==> src/rtl/fir_pkg.sv <==
// Shared types and helpers for the single-MAC FIR tap sequencer.
package fir_pkg;

  typedef enum logic [1:0] {
    IDLE  = 2'd0,
    MAC   = 2'd1,
    DRAIN = 2'd2,
    OUT   = 2'd3
  } state_e;

  localparam int IDX_W = 5;

  // Headroom for NTAPS full-width products, so the running sum never wraps.
  function automatic int acc_width(input int dw, input int cw, input int ntaps);
    return dw + cw + $clog2(ntaps);
  endfunction

endpackage

==> src/rtl/fir_delay_line.sv <==
// Sample history x[0..NTAPS-1] (x[0] newest) with a single combinational read port.
module fir_delay_line
  import fir_pkg::*;
#(
  parameter int NTAPS = 16,
  parameter int DW    = 16
) (
  input  logic                 i_clk,
  input  logic                 i_rst,
  input  logic                 i_shift,
  input  logic signed [DW-1:0] i_sample,
  input  logic [IDX_W-1:0]     i_rd_idx,
  output logic signed [DW-1:0] o_rd_data
);

  logic [NTAPS-1:0][DW-1:0] x_q;
  logic [NTAPS-1:0][DW-1:0] x_d;

  for (genvar g = 0; g < NTAPS; g++) begin : g_tap
    if (g == 0) begin : g_head
      assign x_d[g] = i_sample;
    end else begin : g_body
      assign x_d[g] = x_q[g-1];
    end
  end

  always_ff @(posedge i_clk or posedge i_rst) begin
    if (i_rst)        x_q <= '0;
    else if (i_shift) x_q <= x_d;
  end

  // One-hot style mux keeps the read in range for non power-of-two NTAPS.
  always_comb begin
    o_rd_data = '0;
    for (int i = 0; i < NTAPS; i++) begin
      if (i_rd_idx == IDX_W'(i)) o_rd_data = x_q[i];
    end
  end

endmodule

==> src/rtl/fir_tap_sequencer.sv <==
// Single-MAC FIR controller: accept sample, walk coefficient ROM, accumulate, hand off result.
// Optional build macro FIR_SATURATE_EN clamps the output instead of wrapping it.
module fir_tap_sequencer
  import fir_pkg::*;
#(
  parameter int NTAPS = 16,
  parameter int DW    = 16,
  parameter int CW    = 16,
  parameter int SHIFT = 0
) (
  input  logic                 i_clk,
  input  logic                 i_rst,
  input  logic signed [DW-1:0] i_sample,
  input  logic                 i_sample_valid,
  output logic                 o_sample_ready,
  output logic [IDX_W-1:0]     o_idx,
  input  logic signed [CW-1:0] i_tap,
  output logic signed [DW-1:0] o_result,
  output logic                 o_result_valid,
  input  logic                 i_result_ready,
  output logic                 o_busy,
  output logic                 o_sat
);

  localparam int AW = acc_width(DW, CW, NTAPS);
  localparam int PW = DW + CW;

  state_e                state_q, state_d;
  logic [IDX_W-1:0]      idx_q, idx_d;
  logic signed [AW-1:0]  acc_q, acc_d;
  logic signed [PW-1:0]  prod_q, prod_d;
  logic signed [DW-1:0]  result_q, result_d;
  logic                  valid_q, valid_d;
  logic                  sat_q, sat_d;

  logic                  shift_en;
  logic signed [DW-1:0]  x_rd;
  logic signed [AW-1:0]  sum;
  logic signed [AW-1:0]  shifted;
  logic signed [DW-1:0]  reduced;
  logic                  clamp;

  fir_delay_line #(
    .NTAPS (NTAPS),
    .DW    (DW)
  ) u_hist (
    .i_clk     (i_clk),
    .i_rst     (i_rst),
    .i_shift   (shift_en),
    .i_sample  (i_sample),
    .i_rd_idx  (idx_q),
    .o_rd_data (x_rd)
  );

  // The product register lags the index by one cycle, so DRAIN folds in the last one.
  assign sum     = acc_q + AW'(prod_q);
  assign shifted = sum >>> SHIFT;

`ifdef FIR_SATURATE_EN
  always_comb begin
    clamp = (shifted[AW-1:DW-1] != {(AW-DW+1){shifted[AW-1]}});
    if (!clamp)            reduced = shifted[DW-1:0];
    else if (shifted[AW-1]) reduced = {1'b1, {(DW-1){1'b0}}};
    else                   reduced = {1'b0, {(DW-1){1'b1}}};
  end
`else
  assign clamp   = 1'b0;
  assign reduced = shifted[DW-1:0];
`endif

  always_comb begin
    state_d  = state_q;
    idx_d    = idx_q;
    acc_d    = acc_q;
    prod_d   = prod_q;
    result_d = result_q;
    valid_d  = valid_q;
    sat_d    = sat_q;
    shift_en = 1'b0;
    case (state_q)
      IDLE: begin
        if (i_sample_valid) begin
          shift_en = 1'b1;
          acc_d    = '0;
          prod_d   = '0;
          idx_d    = '0;
          state_d  = MAC;
        end
      end
      MAC: begin
        prod_d = PW'(i_tap) * PW'(x_rd);
        acc_d  = acc_q + AW'(prod_q);
        if (idx_q == IDX_W'(NTAPS - 1)) state_d = DRAIN;
        else                            idx_d   = idx_q + IDX_W'(1);
      end
      DRAIN: begin
        result_d = reduced;
        sat_d    = clamp;
        valid_d  = 1'b1;
        state_d  = OUT;
      end
      OUT: begin
        if (i_result_ready) begin
          valid_d = 1'b0;
          idx_d   = '0;
          state_d = IDLE;
        end
      end
      default: state_d = IDLE;
    endcase
  end

  always_ff @(posedge i_clk or posedge i_rst) begin
    if (i_rst) begin
      state_q  <= IDLE;
      idx_q    <= '0;
      acc_q    <= '0;
      prod_q   <= '0;
      result_q <= '0;
      valid_q  <= 1'b0;
      sat_q    <= 1'b0;
    end else begin
      state_q  <= state_d;
      idx_q    <= idx_d;
      acc_q    <= acc_d;
      prod_q   <= prod_d;
      result_q <= result_d;
      valid_q  <= valid_d;
      sat_q    <= sat_d;
    end
  end

  assign o_sample_ready = (state_q == IDLE);
  assign o_busy         = (state_q != IDLE);
  assign o_idx          = idx_q;
  assign o_result       = result_q;
  assign o_result_valid = valid_q;
  assign o_sat          = sat_q;

endmodule

==> config.mk <==
export PLATFORM = sky130hd
export DESIGN_NAME = fir_tap_sequencer
export DESIGN_NICKNAME = d
export VERILOG_FILES = /design/src/rtl/fir_pkg.sv /design/src/rtl/fir_delay_line.sv /design/src/rtl/fir_tap_sequencer.sv
export SDC_FILE = /design/constraint.sdc
export NUM_CORES = 1
export LEC_CHECK = 0
export CAP_MARGIN = 10
export CORE_MARGIN = 2
export CORE_UTILIZATION = 63
export DETAILED_ROUTE_END_ITERATION = 8
export HOLD_SLACK_MARGIN = 0.06
export PLACE_DENSITY = 0.83
export SETUP_SLACK_MARGIN = 0.2
export SLEW_MARGIN = 5
export SYNTH_ARGS = -nofsm -noshare
export SYNTH_HDL_FRONTEND = slang
export SYNTH_HIERARCHICAL = 1
export SYNTH_SLANG_ARGS = --single-unit
==> constraint.sdc <==
create_clock -name i_clk -period 10.1 [get_ports i_clk]
set_input_delay 2.02 -clock i_clk [delete_from_list [all_inputs] [get_ports i_clk]]
set_output_delay 2.02 -clock i_clk [all_outputs]
set_load 0.05 [all_outputs]
# == Word level (Yosys, flattened, before mapping) ==
# Cells that the tools add are included.
# totals
register_bits,348
in_bits,36
out_inout_bits,25
wordCells,89
# op_classes
addsub,2
mul,1
eq_ne,22
mux,32
n_reduce_logical,10
# ops
operator,n
16-bit 2-to-1 mux,16
36-bit case mux with 2 select lines,1
32-bit case mux with 2 select lines,1
"5-bit by 4-bit equality test with 1-bit output, second input constant",8
36-bit by 32-bit adder with 36-bit output,1
36-bit 2-to-1 mux,1
16-bit by 16-bit multiplier with 32-bit output,1
32-bit 2-to-1 mux,1
"5-bit by 3-bit equality test with 1-bit output, second input constant",4
5-bit 2-to-1 mux,3
5-bit case mux with 3 select lines,1
"5-bit by 2-bit equality test with 1-bit output, second input constant",2
"2-bit inequality test, second input constant",4
2-bit case mux with 4 select lines,1
2-bit 2-to-1 mux,3
2-bit nonzero test,3
"5-bit by 1-bit adder with 5-bit output, second input constant",1
"5-bit by 1-bit equality test with 1-bit output, second input constant",1
5-bit zero test,1
"2-bit equality test, second input constant",2
2-bit AND reduction,2
4-bit AND reduction,1
1-bit 2-to-1 mux,3
3-bit AND reduction,1
other kinds (4),4

# == Logic depth before layout (Yosys ltp) ==
# depth
ltp_word,19
depth_mapped,31
depth_no_buf,26

# == By module ==
# Netlist, hierarchy kept.
# modules_own_cells
module,instances,cells_each,area_each_um2,seq_area_each_um2
fir_delay_line,1,1013,12480.7,6406.1
fir_tap_sequencer,1,800,7176.9,1401.3

# == Worst setup path after synthesis ==
# OpenSTA, ideal clock, no wires.
# synth_timing
path_kind,reg-to-reg
from,register idx_q[1] (netlist: o_idx[1])
to,register prod_q[14]
setup_time_ps,69
t_arrival_ps,6925
required_time_ps,10031
slack_ps,3106
path_stages_with_launch,24
n_path_buf,2
period_less_slack_ps,6994
path_cell_list,dfrtp_1 buf_2 or3b_1 nor3_4 a2bb2oi_1 a31o_1 a221oi_2 clkbuf_1 nand2_1 fa_1 fa_1 fa_1 fa_1 inv_1 fa_1 inv_1 fa_1 inv_1 ha_1 a21o_1 a21oi_1 o21ai_2 a2111o_1 nand3_1
# synth_via
elab_chain_cells,19
word_cells_on_any_way,34
classes_between,mul: 1; eq/ne: 15; mux: 17; reduce/logical: 1
# synth_lines
element,line,text
start: declaration,fir_tap_sequencer.sv:29,"logic [IDX_W-1:0] idx_q, idx_d;"
start signal: assignment,fir_tap_sequencer.sv:124,idx_q <= idx_d;
5-bit zero test,fir_delay_line.sv:36,if (i_rd_idx == IDX_W'(i)) o_rd_data = x_q[i];
16-bit 2-to-1 mux (15 in series),fir_delay_line.sv:36,
16-bit 2-to-1 mux (*),fir_delay_line.sv:36,
net x_rd[1],fir_tap_sequencer.sv:37,logic signed [DW-1:0] x_rd;
16-bit by 16-bit multiplier with 32-bit output (*),fir_tap_sequencer.sv:91,prod_d = PW'(i_tap) * PW'(x_rd);
32-bit case mux with 2 select lines (*),fir_tap_sequencer.sv:80,case (state_q)
end signal: assignment,fir_tap_sequencer.sv:126,prod_q <= prod_d;
end: declaration,fir_tap_sequencer.sv:31,"logic signed [PW-1:0] prod_q, prod_d;"
# The timed path passes the listed nets; every way through them passes the cells marked *.
# A chain may end at the register's enable or synchronous reset.

# == Final worst setup path ==
# layout_timing
from,register idx_q[0] (netlist: o_idx[0])
to,register prod_q[14]
# The elaborated chain is that of the path after synthesis.

==> impl_metrics.yaml <==
timing:
  rsz0062_at_grt: "no"
  setup-violations-final: 0
  finalHoldViolations: 0
  fmax_mhz: 121
  slew_headroom: 0.214
  post-route-period-util: 0.815
  skew_ps: 35.4
  worst_slew_pin_slew_ps: 1170
  finalSetupTns_ps: 0
  final_max_slew_viol_count: 0
  post-route-min-period_ps: 8230
yosys:
  seq_area_frac_synth: 0.397
  synth-compound-area-share: 0.117
  synth-xor-area-share: 0.0237
  yosys.area_share.simple: 0.109
  synth_area_leaders: "dfrtp_1 40%, mux2_2 15%, fa_1 8.1%"
  synth_nets: 2011
  netlist_top_cells_count: "312 x dfrtp_1, 269 x mux2_2, 158 x inv_1, 136 x nand2_1, 82 x ha_1"
  yosysWarnings: 6
  syn_avg_cell_area_um2: 10.8
  synthMuxAreaShare: 0.164
  async_reset_ff_frac: 1.00
  syn_inst: 1813
  synth_top_area_share: 0.397
  synthFlopType: "dfrtp_1"
  synth_fa_ha_area_frac: 0.134
  ys_ff_latch: 312
  synth_largest_area_cell: "dfrtp_1"
  synthMostInstantiatedCell: "dfrtp_1"
  syn_area_um2: 19700
  synth_edf_count: 0
  ys_types: 94
  synth_top_family_by_area: "multiplexers"
cts:
  numCtsBuffers: 34
  cts.htree.levels: 2
  cts_resized: 0
  hold_buffers: 0
  cts_setup_buffers: 0
  clk_pin_slew_ps: 60
  cts-root-buf: "clkbuf_16"
  clock_latency_ps: 530
  cts_tree: "built"
  cts_buffer_depth: 3
  cts_sinks: 312
drt:
  drt-wirelength-per-cell_um: 21.7
  dr.pass1.iters: 6
  routed-via-count: 14397
  drc: 0
  routed_via_density: 6.39
  drt_wl_total_mm: 49.0
  drt_iter0_markers: 1543
  ant_nets: 0
global_route:
  grt_pass1_wl_mm: 78.6
  overflow: 0
  grt_use_total: 0.301
  grt_pass1_vias: 14582
  grt_max_degree: 106
  antenna_found_initial: 0
min_path:
  hp-start: "o_result[2]"
  holdPathEnd: "o_result[2]"
  hold_path.class: "reg -> reg"
  whs_path_depth: 2
critical_path:
  startpoint_type: "flip-flop"
  rr_endpoint: "prod_q[14]"
  reg2reg_from: "o_idx[0]"
  worstPathCellList: "buf_12 > nand2b_1 > nor4_2 > a2111oi_0 > a211oi_1 > o2bb2a_2 > nand2_1 > fa_1 > fa_1 > fa_1 > fa_1 > inv_1 > fa_1 > inv_1 > fa_1 > inv_1 > ha_1 > a21o_1 > a21oi_1 > o21ai_2 > a2111o_1 > nand3_1"
  worstSetupPathType: "reg -> reg"
  worst-endpoint-arrival_ps: 8680
  worstPathMaxFanout: 50
  cp-end-kind: "flip-flop"
  cp_common_cell: "fa_1"
  cp.required_ps: 10550
  slowest_delay_ps: 860
  cp_slowest_cell: "dfrtp_2"
  rr_worst_depth: 22
  r2r_slack_ps: 1870
placement:
  hpwl_mm: 34.6
  gp_congestion: 0.937
  port_buffers: 59
  dp_cells: 2194
cells_and_area:
  fillers: 2214
  drive_gt1_frac: 0.200
  syn2layout_area_growth_pct: 9.73
  ff_latch_area_um2: 7810
  diodes: 0
  multiInputGateArea_um2: 10800
  final_nets: 2032
  final-instance-count-excl-fill: 2254
floorplan:
  die_h_um: 181
  rows: 64
  die_area_um2: 32600
  die_w_um: 181
  fp.coreArea_um2: 30700
  start_util: 0.641
  io_pins: 61
run_status:
  status: "completed"
job:
  maxCapViolations: 0
-- sequential cells by signal, summed over array words and instances (netlist names) --
| register | cells |
|---|---|
| u_hist/x_d | 240 |
| acc_q | 16 |
| o_result | 16 |
| prod_q | 16 |
| u_hist/x_q | 16 |
| o_idx | 5 |
| state_q | 2 |
| o_result_valid | 1 |
-- cells by family after synthesis --
logic type / Yosys count
simple gates: 410
buf+inv: 255
fa+ha+maj: 162
xor+xnor: 50
mux: 287
flops: 312
other cells: 1
compound gates: 336
-- worst max-delay path, delay by kind of cell (launching register included) --
| family | cells | cell delay, ps |
|---|---|---|
| adder cells (fa/ha/maj) | 7 | 3350 |
| buffers and inverters | 4 | 500 |
| flip-flops | 1 | 860 |
| AND/OR/NAND/NOR | 4 | 1040 |
| AO/OA/AOI/OAI | 7 | 2340 |
-- how the worst max path moves through the flow --
stage                         from              end  slack [ps]  cells after the start
after floorplan              i_rst  u_hist/x_d[100]        1040                      1
after global placement    o_idx[1]       prod_q[14]        2200                     22
after detailed placement  o_idx[1]       prod_q[14]        2050                     22
after CTS                 o_idx[0]       prod_q[14]        1990                     22
after global routing      o_idx[1]       prod_q[15]        1660                     23
final                     o_idx[0]       prod_q[14]        1870                     22
-- stage by stage --
stage	util	instance area [µm²]	hold WS (ps)	worst slack [ps]
final	0.703	21600	483	1870
after global routing	0.703	21600	512	1660
after CTS	0.703	21600	485	1990
after detailed placement	0.667	20500	471	2050
after global placement	0.667	20500	469	2200
after floorplan	-	19700	453	1040
-- cell type report --
class | count | share of cell area
Clock inverter | 9 | 0.00603
Multi-Input combinational cell | 1246 | 0.500
Sequential cell | 312 | 0.362
Timing Repair Buffer | 81 | 0.0356
Inverter | 159 | 0.0280
Tap cell | 396 | 0.0230
Clock buffer | 51 | 0.0452
-- metal layers --
layer,global-route usage,share of wire
met1,0.393,0.39
met2,0.494,0.48
met3,0.0487,0.075
met4,0.142,0.052
met5,0,0
-- cell usage in the layout, fill, tap and decap left out, drive strengths merged, types with 9 or more instances in the layout --
master / synthesis / layout
ha: 82 / 82
clkdlybuf4s50: 0 / 59
fa: 80 / 80
a21o: 15 / 15
nor2: 62 / 62
a211oi: 9 / 9
clkbuf: 44 / 51
nor2b: 16 / 16
o22ai: 14 / 14
a22oi: 15 / 15
xor2: 16 / 16
buf: 52 / 22
mux2i: 17 / 17
nor3: 25 / 25
mux2: 269 / 269
a22o: 20 / 20
xnor2: 32 / 32
nand3: 22 / 22
nand2: 136 / 136
nand2b: 15 / 15
inv: 158 / 159
o21a: 10 / 10
o21ai: 81 / 81
dfrtp: 312 / 312
o211ai: 10 / 10
a21oi: 70 / 70
and2: 70 / 70
and3: 19 / 19
Power is left out: the tool's default activity adds up to more than one toggle a clock period on the data nets, which glitch-free logic cannot reach.
